$ cat config.mk
export PLATFORM = sky130hd
export DESIGN_NAME = display_scanner
export DESIGN_NICKNAME = d
export VERILOG_FILES = /design/src/rtl/display_scanner.sv
export SDC_FILE = /design/constraint.sdc
export NUM_CORES = 1
export LEC_CHECK = 0
export BUFFER_PORTS_ARGS = -buffer_cell sky130_fd_sc_hd__buf_4
export CORE_MARGIN = 2
export CORE_UTILIZATION = 59
export CTS_BUF_LIST = sky130_fd_sc_hd__clkbuf_4
export DETAILED_ROUTE_END_ITERATION = 10
export PLACE_DENSITY = 0.93
export SYNTH_ARGS = -nofsm -noshare
export SYNTH_HDL_FRONTEND = slang
export SYNTH_SLANG_ARGS = --single-unit
export TNS_END_PERCENT = 10
$ cat constraint.sdc
create_clock -name clk -period 3.4 [get_ports clk]
set_clock_uncertainty 0.1 [all_clocks]
set_input_delay 0.34 -clock clk [delete_from_list [all_inputs] [get_ports clk]]
set_output_delay 0.34 -clock clk [all_outputs]
set_load 0.01 [all_outputs]
$ cat src/rtl/display_scanner.sv
// Six-digit multiplexed seven-segment scanner with per-frame snapshot, blanking and colon blink.
// Optional build macro LEADING_ZERO_BLANK_EN darkens digit 5 when the hours tens digit is zero.
module display_scanner #(
   parameter int unsigned SCAN_DIV     = 50000,
   parameter int unsigned BLANK_CYCLES = 2,
   parameter int unsigned BLINK_FRAMES = 83
) (
   input  logic       clk,
   input  logic       reset,
   input  logic [3:0] s_unidade,
   input  logic [3:0] s_dezena,
   input  logic [3:0] m_unidade,
   input  logic [3:0] m_dezena,
   input  logic [3:0] h_unidade,
   input  logic [3:0] h_dezena,
   output logic [5:0] an,
   output logic [6:0] seg,
   output logic       dp,
   output logic       frame_start
);

   localparam int unsigned PW = (SCAN_DIV > 1) ? $clog2(SCAN_DIV) : 1;
   localparam int unsigned FW = $clog2(BLINK_FRAMES + 1);

   logic [PW-1:0] p_q;
   logic [2:0]    i_q;
   logic [23:0]   snap_q;
   logic [FW-1:0] frame_cnt_q;
   logic          blink_q;

   logic          tick;
   logic          blank;
   logic          dark;
   logic [3:0]    digit;
   logic [5:0]    an_d;
   logic [6:0]    seg_d;
   logic          dp_d;

   function automatic logic [6:0] decode(input logic [3:0] d);
      logic [6:0] s;
      unique case (d)
         4'd0:    s = 7'h40;
         4'd1:    s = 7'h79;
         4'd2:    s = 7'h24;
         4'd3:    s = 7'h30;
         4'd4:    s = 7'h19;
         4'd5:    s = 7'h12;
         4'd6:    s = 7'h02;
         4'd7:    s = 7'h78;
         4'd8:    s = 7'h00;
         4'd9:    s = 7'h10;
         default: s = 7'h3F;
      endcase
      return s;
   endfunction

   assign tick  = (p_q == PW'(SCAN_DIV - 1));
   assign blank = (p_q < PW'(BLANK_CYCLES));

   always_comb begin
      digit = 4'd0;
      case (i_q)
         3'd0:    digit = snap_q[3:0];
         3'd1:    digit = snap_q[7:4];
         3'd2:    digit = snap_q[11:8];
         3'd3:    digit = snap_q[15:12];
         3'd4:    digit = snap_q[19:16];
         3'd5:    digit = snap_q[23:20];
         default: digit = 4'd0;
      endcase
   end

`ifdef LEADING_ZERO_BLANK_EN
   assign dark = (i_q == 3'd5) && (snap_q[23:20] == 4'd0);
`else
   assign dark = 1'b0;
`endif

   always_comb begin
      an_d  = 6'h3F;
      seg_d = 7'h7F;
      dp_d  = 1'b1;
      if (!blank && !dark) begin
         an_d  = ~(6'b1 << i_q);
         seg_d = decode(digit);
         // Colon dots sit on the minutes-units and hours-units digits.
         dp_d  = ~(blink_q && ((i_q == 3'd2) || (i_q == 3'd4)));
      end
   end

   always_ff @(posedge clk) begin
      if (reset) begin
         p_q         <= '0;
         i_q         <= '0;
         snap_q      <= '0;
         frame_cnt_q <= '0;
         blink_q     <= 1'b0;
         an          <= 6'h3F;
         seg         <= 7'h7F;
         dp          <= 1'b1;
         frame_start <= 1'b0;
      end else begin
         frame_start <= 1'b0;
         if (tick) begin
            p_q <= '0;
            if (i_q == 3'd5) begin
               i_q         <= '0;
               snap_q      <= {h_dezena, h_unidade, m_dezena, m_unidade, s_dezena, s_unidade};
               frame_start <= 1'b1;
               if (frame_cnt_q == FW'(BLINK_FRAMES - 1)) begin
                  frame_cnt_q <= '0;
                  blink_q     <= ~blink_q;
               end else begin
                  frame_cnt_q <= frame_cnt_q + 1'b1;
               end
            end else begin
               i_q <= i_q + 3'd1;
            end
         end else begin
            p_q <= p_q + 1'b1;
         end
         an  <= an_d;
         seg <= seg_d;
         dp  <= dp_d;
      end
   end

endmodule
==> flow_summary.json, run 1 <==
{
  "io_buffer_count": 40,
  "nets": 419,
  "startpoint": "i_q[2]",
  "synth_fa_ha_area_frac": 0.0379,
  "instances_no_fill": 456,
  "io_pins": 41,
  "rsz0062_at_grt": "no",
  "p_total_mw": 1.44,
  "crit_type": "reg2reg",
  "core-area_mm2": 0.00479,
  "placed_cell_area_mm2": 0.00328,
  "reg2reg_setup_slack_ps": 640,
  "synth_top_family_by_area": "simple AND/OR/NAND/NOR gates",
  "route.vias.total": 2623,
  "status": "complete, no violations",
  "endpoint_kind": "flip-flop",
  "met3_usage": 0.0669,
  "post-cts-setup-buffers": 0,
  "grt_max_degree": 38,
  "vias_per_cell": 5.75,
  "synthMuxAreaShare": 0.0177,
  "fin_crit_ps": 2760,
  "postSynthAreaPerCell_um2": 8.46,
  "firstDrtPassIters": 7,
  "ys_dominant_reg_cell": "dfxtp_1",
  "hp-class": "in2reg",
  "ys_ff_latch": 66,
  "area_growth_pct": 15.7,
  "final_area_mm2": 0.00344,
  "setup_violations": 0,
  "synth_top_area_frac": 0.445,
  "worstPathArrival_ps": 2990,
  "final_util": 0.718,
  "r2r_start": "i_q[2]",
  "place_hpwl_mm": 4.46,
  "yosysWarnings": 0,
  "final_cell_mix": "66 x dfxtp_1, 64 x nand2_1, 41 x buf_4, 39 x a21oi_1, 27 x nor2_1",
  "max-vdd-ir-drop_uv": 277,
  "synth_compound_area_frac": 0.123,
  "cts_num_sinks": 66,
  "drive_above_1_share": 0.172,
  "synth_async_sr_flop_share": 0,
  "cp-start-kind": "flip-flop",
  "met1_usage": 0.339,
  "crit_slowest_cell": "a2111oi_0",
  "path_buf_inv": 1,
  "p_leak_nw": 1.27,
  "yosys.area.top_type": "dfxtp_1",
  "finalWeightedCongestion": 0.859,
  "tns_ps": 0,
  "path_max_fanout": 21,
  "rows": 25,
  "finalHoldViolCount": 0,
  "fmax_mhz": 362,
  "cts_tree": "built",
  "grt_pass1_vias": 2248,
  "crit_family": "compound AO/OA/AOI/OAI gates",
  "placed_cells": 440,
  "clk_path_buf_depth": 2,
  "diodes": 0,
  "grt-ovfl-total": 0,
  "clk_pin_slew_ps": 110,
  "synth_area_mm2": 0.00297,
  "tightest_slew_ps": 1060,
  "start_util": 0.620,
  "synth_cells": 351,
  "final_common_cell": "dfxtp_1",
  "drv_slew": 0,
  "synth-edff-count": 0,
  "drt_iter0_drc": 217,
  "path_cells": "inv_1, ha_1, and2_1, a2111oi_0, o21ai_0, a21o_1",
  "synthXorXnorAreaFrac": 0.0531,
  "ant_nets": 0,
  "ys_seq_area_frac": 0.445,
  "grtUsageMet2": 0.358,
  "required_ps": 3630,
  "die_h_um": 74.9,
  "max-slew-margin-rel": 0.287,
  "postRouteWirelength_mm": 6.44,
  "cts_made_buffers": 9,
  "min_period_over_period": 0.813,
  "busiest_layer": "met2",
  "drc": 0,
  "hp-start": "h_dezena[3]",
  "wl_per_cell_um": 14.1,
  "clock_latency_ps": 440,
  "cts_resized": 0,
  "antenna_found_initial": 0,
  "grt_usage": 0.248,
  "cts_root_buf": "clkbuf_4",
  "drv_cap": 0,
  "hold_buffers": 0,
  "cpPeakStageDelay_ps": 810,
  "synthesis.nets": 386,
  "synth_simple_gate_area_frac": 0.282,
  "die_area_mm2": 0.00562,
  "ys_types": 53,
  "die_w_um": 74.9,
  "grt_pass1_wl_mm": 10.3,
  "h-tree-depth": 3,
  "power.density_mw_per_mm2": 418,
  "ys_top_cells_by_area": "dfxtp_1 45%, nand2_1 8.1%, a21oi_1 6.6%"
}
## worst reg2reg max path, delay by kind of cell (launching register included)
family | cells | cell delay (ps)
AO/OA/AOI/OAI | 3 | 1230
flip-flops | 1 | 720
adder cells (fa/ha/maj) | 1 | 290
AND/OR/NAND/NOR | 1 | 190
buffers and inverters | 1 | 130
## report_power, final
| part | total (mW) | internal [mW] | switching (mW) |
|---|---|---|---|
| clock | 0.581 | 0.301 | 0.279 |
| combinational | 0.0680 | 0.0356 | 0.0324 |
| sequential | 0.789 | 0.783 | 0.00530 |
| total | 1.44 | 1.12 | 0.317 |
## final cells by class
cell class,count,area [µm²]
repair buffers,41,308
clock inverters,6,81.3
fillers,372,1350
clock buffers,10,75.1
well taps,67,83.8
flip-flops and latches,66,1320
inverters,9,33.8
multi-input cells,257,1530
## sequential cells by signal, indices dropped and copies added (netlist names)
signal	cells
dp	1
p_q	16
an	6
frame_cnt_q	7
blink_q	1
snap_q	24
seg	7
i_q	3
frame_start	1
## Yosys cell counts, types with 7 or more instances
cell and n:
dfxtp_1 66, nand2_1 64, a21oi_1 39, nor2_1 27, nand3_1 15, xnor2_1 10, clkbuf_1 9, ha_1 9
inv_1 9, nand3b_1 8, xor2_1 8, nor4_1 7
## through the flow
step / worst slack [ps] / hold WS, ps
2_1_floorplan: 944 / 275
3_3_place_gp: 785 / 330
3_5_place_dp: 675 / 338
4_1_cts: 667 / 43.7
5_1_grt: 320 / 49.0
6_report: 637 / 37.6
## metal layers
metal,vias up,share of wire
li1,1287,-
met1,1195,0.45
met2,125,0.45
met3,16,0.071
met4,0,0.024
met5,-,0
## cell families after synthesis
group	after synthesis
buffers and inverters	28
muxes	5
DFF	66
and+or+nand+nor	164
xor gates and xnor gates	18
AOI/OAI and AO/OA	61
adders and majority gates	9
## final timing paths
path                      to  cells after the start
setup / recovery      seg[1]                      6
hold reg to reg       p_q[0]                      1
hold / removal    snap_q[23]                      3
setup reg to reg      seg[1]                      6
Power figures use the tool's default switching activity.
==> inputs of run 2 (changes only) <==
clock period = 2.8 ns   (was 3.4 ns; I/O delays follow)
==> flow_summary.json, run 2 (synthesized netlist as in run 1, its figures left out) <==
{
  "drv_cap": 0,
  "status": "complete, no violations",
  "final_area_mm2": 0.00355,
  "fin_crit_ps": 2440,
  "final_common_cell": "dfxtp_1",
  "clk_path_buf_depth": 2,
  "cts_tree": "built",
  "final_cell_mix": "66 x dfxtp_1, 64 x nand2_1, 46 x buf_4, 39 x a21oi_1, 27 x nor2_1",
  "cts_root_buf": "clkbuf_4",
  "top_regs": "snap_q: 24 flops, p_q: 16 flops",
  "required_ps": 3000,
  "antenna_found_initial": 0,
  "ant_nets": 0,
  "holdWs_ps": 15.3,
  "largest_register_ffs": 24,
  "vias_per_cell": 5.72,
  "h-tree-depth": 3,
  "postRouteWirelength_mm": 6.72,
  "clock_latency_ps": 420,
  "core-area_mm2": 0.00479,
  "wl_per_cell_um": 14.3,
  "firstDrtPassIters": 5,
  "fmax_mhz": 411,
  "worstPathArrival_ps": 2640,
  "diodes": 0,
  "path_max_fanout": 20,
  "largest-register": "snap_q",
  "rows": 25,
  "max-slew-margin-rel": 0.571,
  "grt_max_degree": 38,
  "area_growth_pct": 19.7,
  "clk_pin_slew_ps": 100,
  "tightest_slew_ps": 643,
  "route.vias.total": 2696,
  "cp-start-kind": "flip-flop",
  "hp-class": "in2reg",
  "power.density_mw_per_mm2": 472,
  "die_area_mm2": 0.00562,
  "busiest_layer": "met2",
  "p_leak_nw": 1.33,
  "met3_usage": 0.0696,
  "drive_above_1_share": 0.178,
  "drt_iter0_drc": 204,
  "tns_ps": 0,
  "start_util": 0.620,
  "grt-ovfl-total": 0,
  "finalHoldViolCount": 0,
  "grt_usage": 0.259,
  "cts_made_buffers": 9,
  "rsz0062_at_grt": "no",
  "fill_cells": 331,
  "nets": 434,
  "place_hpwl_mm": 4.51,
  "io_pins": 41,
  "min_period_over_period": 0.870,
  "cts_num_sinks": 66,
  "setup_violations": 0,
  "drc": 0,
  "met1_usage": 0.354,
  "final_util": 0.743,
  "die_w_um": 74.9,
  "finalWeightedCongestion": 0.877,
  "max-vdd-ir-drop_uv": 316,
  "placed_cell_area_mm2": 0.00332,
  "endpoint_kind": "flip-flop",
  "grtUsageMet2": 0.388,
  "grt_pass1_wl_mm": 10.9,
  "crit_type": "reg2reg",
  "drv_slew": 0,
  "die_h_um": 74.9,
  "grt_pass1_vias": 2385,
  "io_buffer_count": 40,
  "post-cts-setup-buffers": 0
}
==> run 2: worst paths after layout <==
| check | startpoint | endpoint | slack, ps | depth (start not counted) |
|---|---|---|---|---|
| hold reg to reg | p_q[0] | p_q[0] | 350 | 1 |
| setup / recovery | i_q[1] | seg[3] | 360 | 6 |
| hold / removal | m_unidade[3] | snap_q[11] | 20 | 3 |
| setup reg to reg | i_q[1] | seg[3] | 360 | 6 |
==> run 2: routing by layer <==
layer / vias up / share of wire / routed length (µm)
met3: 15 / 0.060 / 402
li1: 1318 / - / -
met4: 0 / 0.024 / 161
met1: 1270 / 0.45 / 3030
met5: - / 0 / 0
met2: 93 / 0.47 / 3130
==> run 2: cell type report <==
cell class,instances,area (µm²),area share
clock buffer,12,90.1,0.0253
clock inverter,4,42.5,0.0120
inverter,9,33.8,0.00950
multi-input combinational,257,1540,0.433
sequential,66,1320,0.372
tap,67,83.8,0.0236
timing repair buffer,56,445,0.125
==> run 2: timing repair <==
action | 4_1_cts | 5_1_grt
hold endpoints to repair | 9 | 1
endpoints found under the setup margin | 0 | 2
resized for setup | 0 | 1
hold buffers | 9 | 1
==> run 2: metrics by stage <==
stage | worst slack [ps] | power, mW | cells
floorplan | 344 | 1.01 | 351
global placement | 444 | 1.06 | 445
detailed placement | 302 | 1.06 | 445
CTS | 298 | 1.67 | 470
global route | 88.6 | 1.73 | 471
finish | 364 | 1.68 | 471
==> run 2: report_power, final <==
group          switching, mW  internal, mW  total, mW
combinational         0.0431        0.0542     0.0973
clock                  0.326         0.296      0.622
sequential           0.00629         0.951      0.957
total                  0.376          1.30       1.68
==> run 2: critical path, cell delays in order (launching register included) <==
cell      delay (ps)
dfxtp_1          530
and2_1           270
ha_1             230
a2111o_1         520
ha_1             330
nor4_1           270
a21oi_1           60
==> inputs of run 3 (changes only) <==
HOLD_SLACK_MARGIN = 0.12   (was unset)
==> flow_summary.json, run 3 (synthesized netlist as in run 1, its figures left out) <==
{
  "status": "complete, no violations",
  "die_area_mm2": 0.00562,
  "clk_pin_slew_ps": 100,
  "ant_nets": 0,
  "crit_top_cell": "a21oi_1",
  "wl_per_cell_um": 14.9,
  "min_period_over_period": 0.899,
  "rsz0062_at_grt": "no",
  "max-vdd-ir-drop_uv": 313,
  "reg2reg_depth": 7,
  "final_cell_mix": "66 x dfxtp_1, 64 x nand2_1, 46 x buf_4, 39 x a21oi_1, 27 x nor2_1",
  "finalHoldViolCount": 0,
  "seqPwrFrac": 0.566,
  "clk_path_buf_depth": 2,
  "highest_layer": "met4",
  "crit_slowest_cell": "dfxtp_1",
  "start_util": 0.620,
  "wl_met3_um": 426,
  "rows": 25,
  "path_cells": "mux2_2, a21oi_1, o211ai_1, inv_1, ha_1, nor4_1, a21oi_1",
  "nets": 448,
  "power_switching_mw": 0.379,
  "cts_made_buffers": 9,
  "drv_cap": 0,
  "final_common_cell": "dfxtp_1",
  "hp-class": "in2reg",
  "cts_root_buf": "clkbuf_4",
  "reg2reg_setup_slack_ps": 280,
  "route.vias.total": 2818,
  "crit_type": "reg2reg",
  "p_int_mw": 1.31,
  "die_w_um": 74.9,
  "drt_iter0_drc": 291,
  "firstDrtPassIters": 5,
  "io_buffer_count": 40,
  "hold-path-cell-count": 2,
  "power_frac_clock": 0.367,
  "worstHoldEndpoint": "i_q[0]",
  "power.density_mw_per_mm2": 458,
  "swShare": 0.224,
  "drc": 0,
  "drive_above_1_share": 0.172,
  "place_hpwl_mm": 4.51,
  "grt_pass1_wl_mm": 11.8,
  "tightest_slew_ps": 628,
  "fin_crit_ps": 2520,
  "h-tree-depth": 3,
  "antenna_found_initial": 0,
  "cts_tree": "built",
  "area_growth_pct": 24.4,
  "postRouteWirelength_mm": 7.22,
  "max-slew-margin-rel": 0.581,
  "r2r_start": "i_q[1]",
  "cp-start-kind": "flip-flop",
  "cpPeakStageDelay_ps": 740,
  "core-area_mm2": 0.00479,
  "clock_latency_ps": 410,
  "required_ps": 3000,
  "final_util": 0.772,
  "power_frac_comb": 0.067,
  "tns_ps": 0,
  "vias_per_cell": 5.81,
  "dr_wl_met2_mm": 3.49,
  "grt-ovfl-total": 0,
  "largest-register": "snap_q",
  "largest_register_ffs": 24,
  "diodes": 0,
  "io_pins": 41,
  "grt_usage": 0.283,
  "cts_num_sinks": 66,
  "die_h_um": 74.9,
  "fmax_mhz": 397,
  "crit_family": "flip-flops",
  "setup_violations": 0,
  "rr_endpoint": "seg[3]",
  "path_max_fanout": 20,
  "path_buf_inv": 1,
  "finalWeightedCongestion": 0.877,
  "grt_pass1_vias": 2584,
  "drv_slew": 0,
  "hp-start": "reset",
  "grt_max_degree": 38,
  "worstPathArrival_ps": 2710,
  "top_regs": "snap_q: 24 flops, p_q: 16 flops",
  "p_leak_nw": 1.39,
  "drt-met1-wl_mm": 3.10,
  "endpoint_kind": "flip-flop"
}
==> run 3: cell types whose count changed in the layout (fill, tap and decap cells not counted), sizes merged <==
cell / previous run / this run
dlygate4sd3: 10 / 24
==> run 3: worst max-delay path by stage <==
stage / from / end / slack [ps] / cells past startpoint
floorplan: i_q[2] / seg[1] / 340 / 8
global placement: i_q[0] / seg[3] / 440 / 7
detailed placement: i_q[0] / seg[3] / 300 / 7
CTS: i_q[0] / seg[3] / 300 / 7
global route: i_q[1] / seg[3] / 4 / 8
finish: i_q[1] / seg[3] / 280 / 7
==> run 3: worst register-to-register path, delay by kind of cell, from the launching register on <==
kind	cells	cell delay [ps]
flip-flops	1	740
multiplexers	1	430
AO/OA/AOI/OAI	3	380
adder cells (fa/ha/maj)	1	280
AND/OR/NAND/NOR	1	280
buffers and inverters	1	190
==> run 3: metrics by stage <==
| step | instances | power, mW | cell area [µm²] | worst slack (ps) | hold WS (ps) |
|---|---|---|---|---|---|
| finish | 485 | 1.69 | 3690 | 281 | 164 |
| global route | 485 | 1.74 | 3690 | 3.93 | 171 |
| CTS | 485 | 1.69 | 3690 | 298 | 143 |
| detailed placement | 445 | 1.06 | 3320 | 302 | 336 |
| global placement | 445 | 1.06 | 3320 | 444 | 330 |
| floorplan | 351 | 1.01 | 2970 | 344 | 275 |
==> run 3: power by group through the flow <==
stage	sequential, mW	clock [mW]	combinational (mW)
final	0.958	0.621	0.114
after detailed placement	0.979	0	0.0838
after global routing	0.960	0.661	0.124
after global placement	0.979	0	0.0824
after CTS	0.957	0.622	0.112
after floorplan	0.983	0	0.0309
==> run 3: what timing repair did <==
action	CTS	global route
hold endpoints to repair	24	0
endpoints found under the setup margin	0	3
hold buffers	24	0
setup buffers	0	0
resized for setup	0	1
==> run 3: per-layer routing <==
metal	vias to the layer above	GRT usage
met4	0	0.135
met2	125	0.443
met3	20	0.0696
li1	1339	-
met5	-	0
met1	1334	0.368
==> run 3: area by class of cell <==
class | count | area (µm²)
clock buffers | 12 | 90.1
clock inverters | 4 | 42.5
fillers | 302 | 1090
inverters | 9 | 33.8
multi-input cells | 257 | 1540
flip-flops and latches | 66 | 1320
well taps | 67 | 83.8
repair buffers | 70 | 586
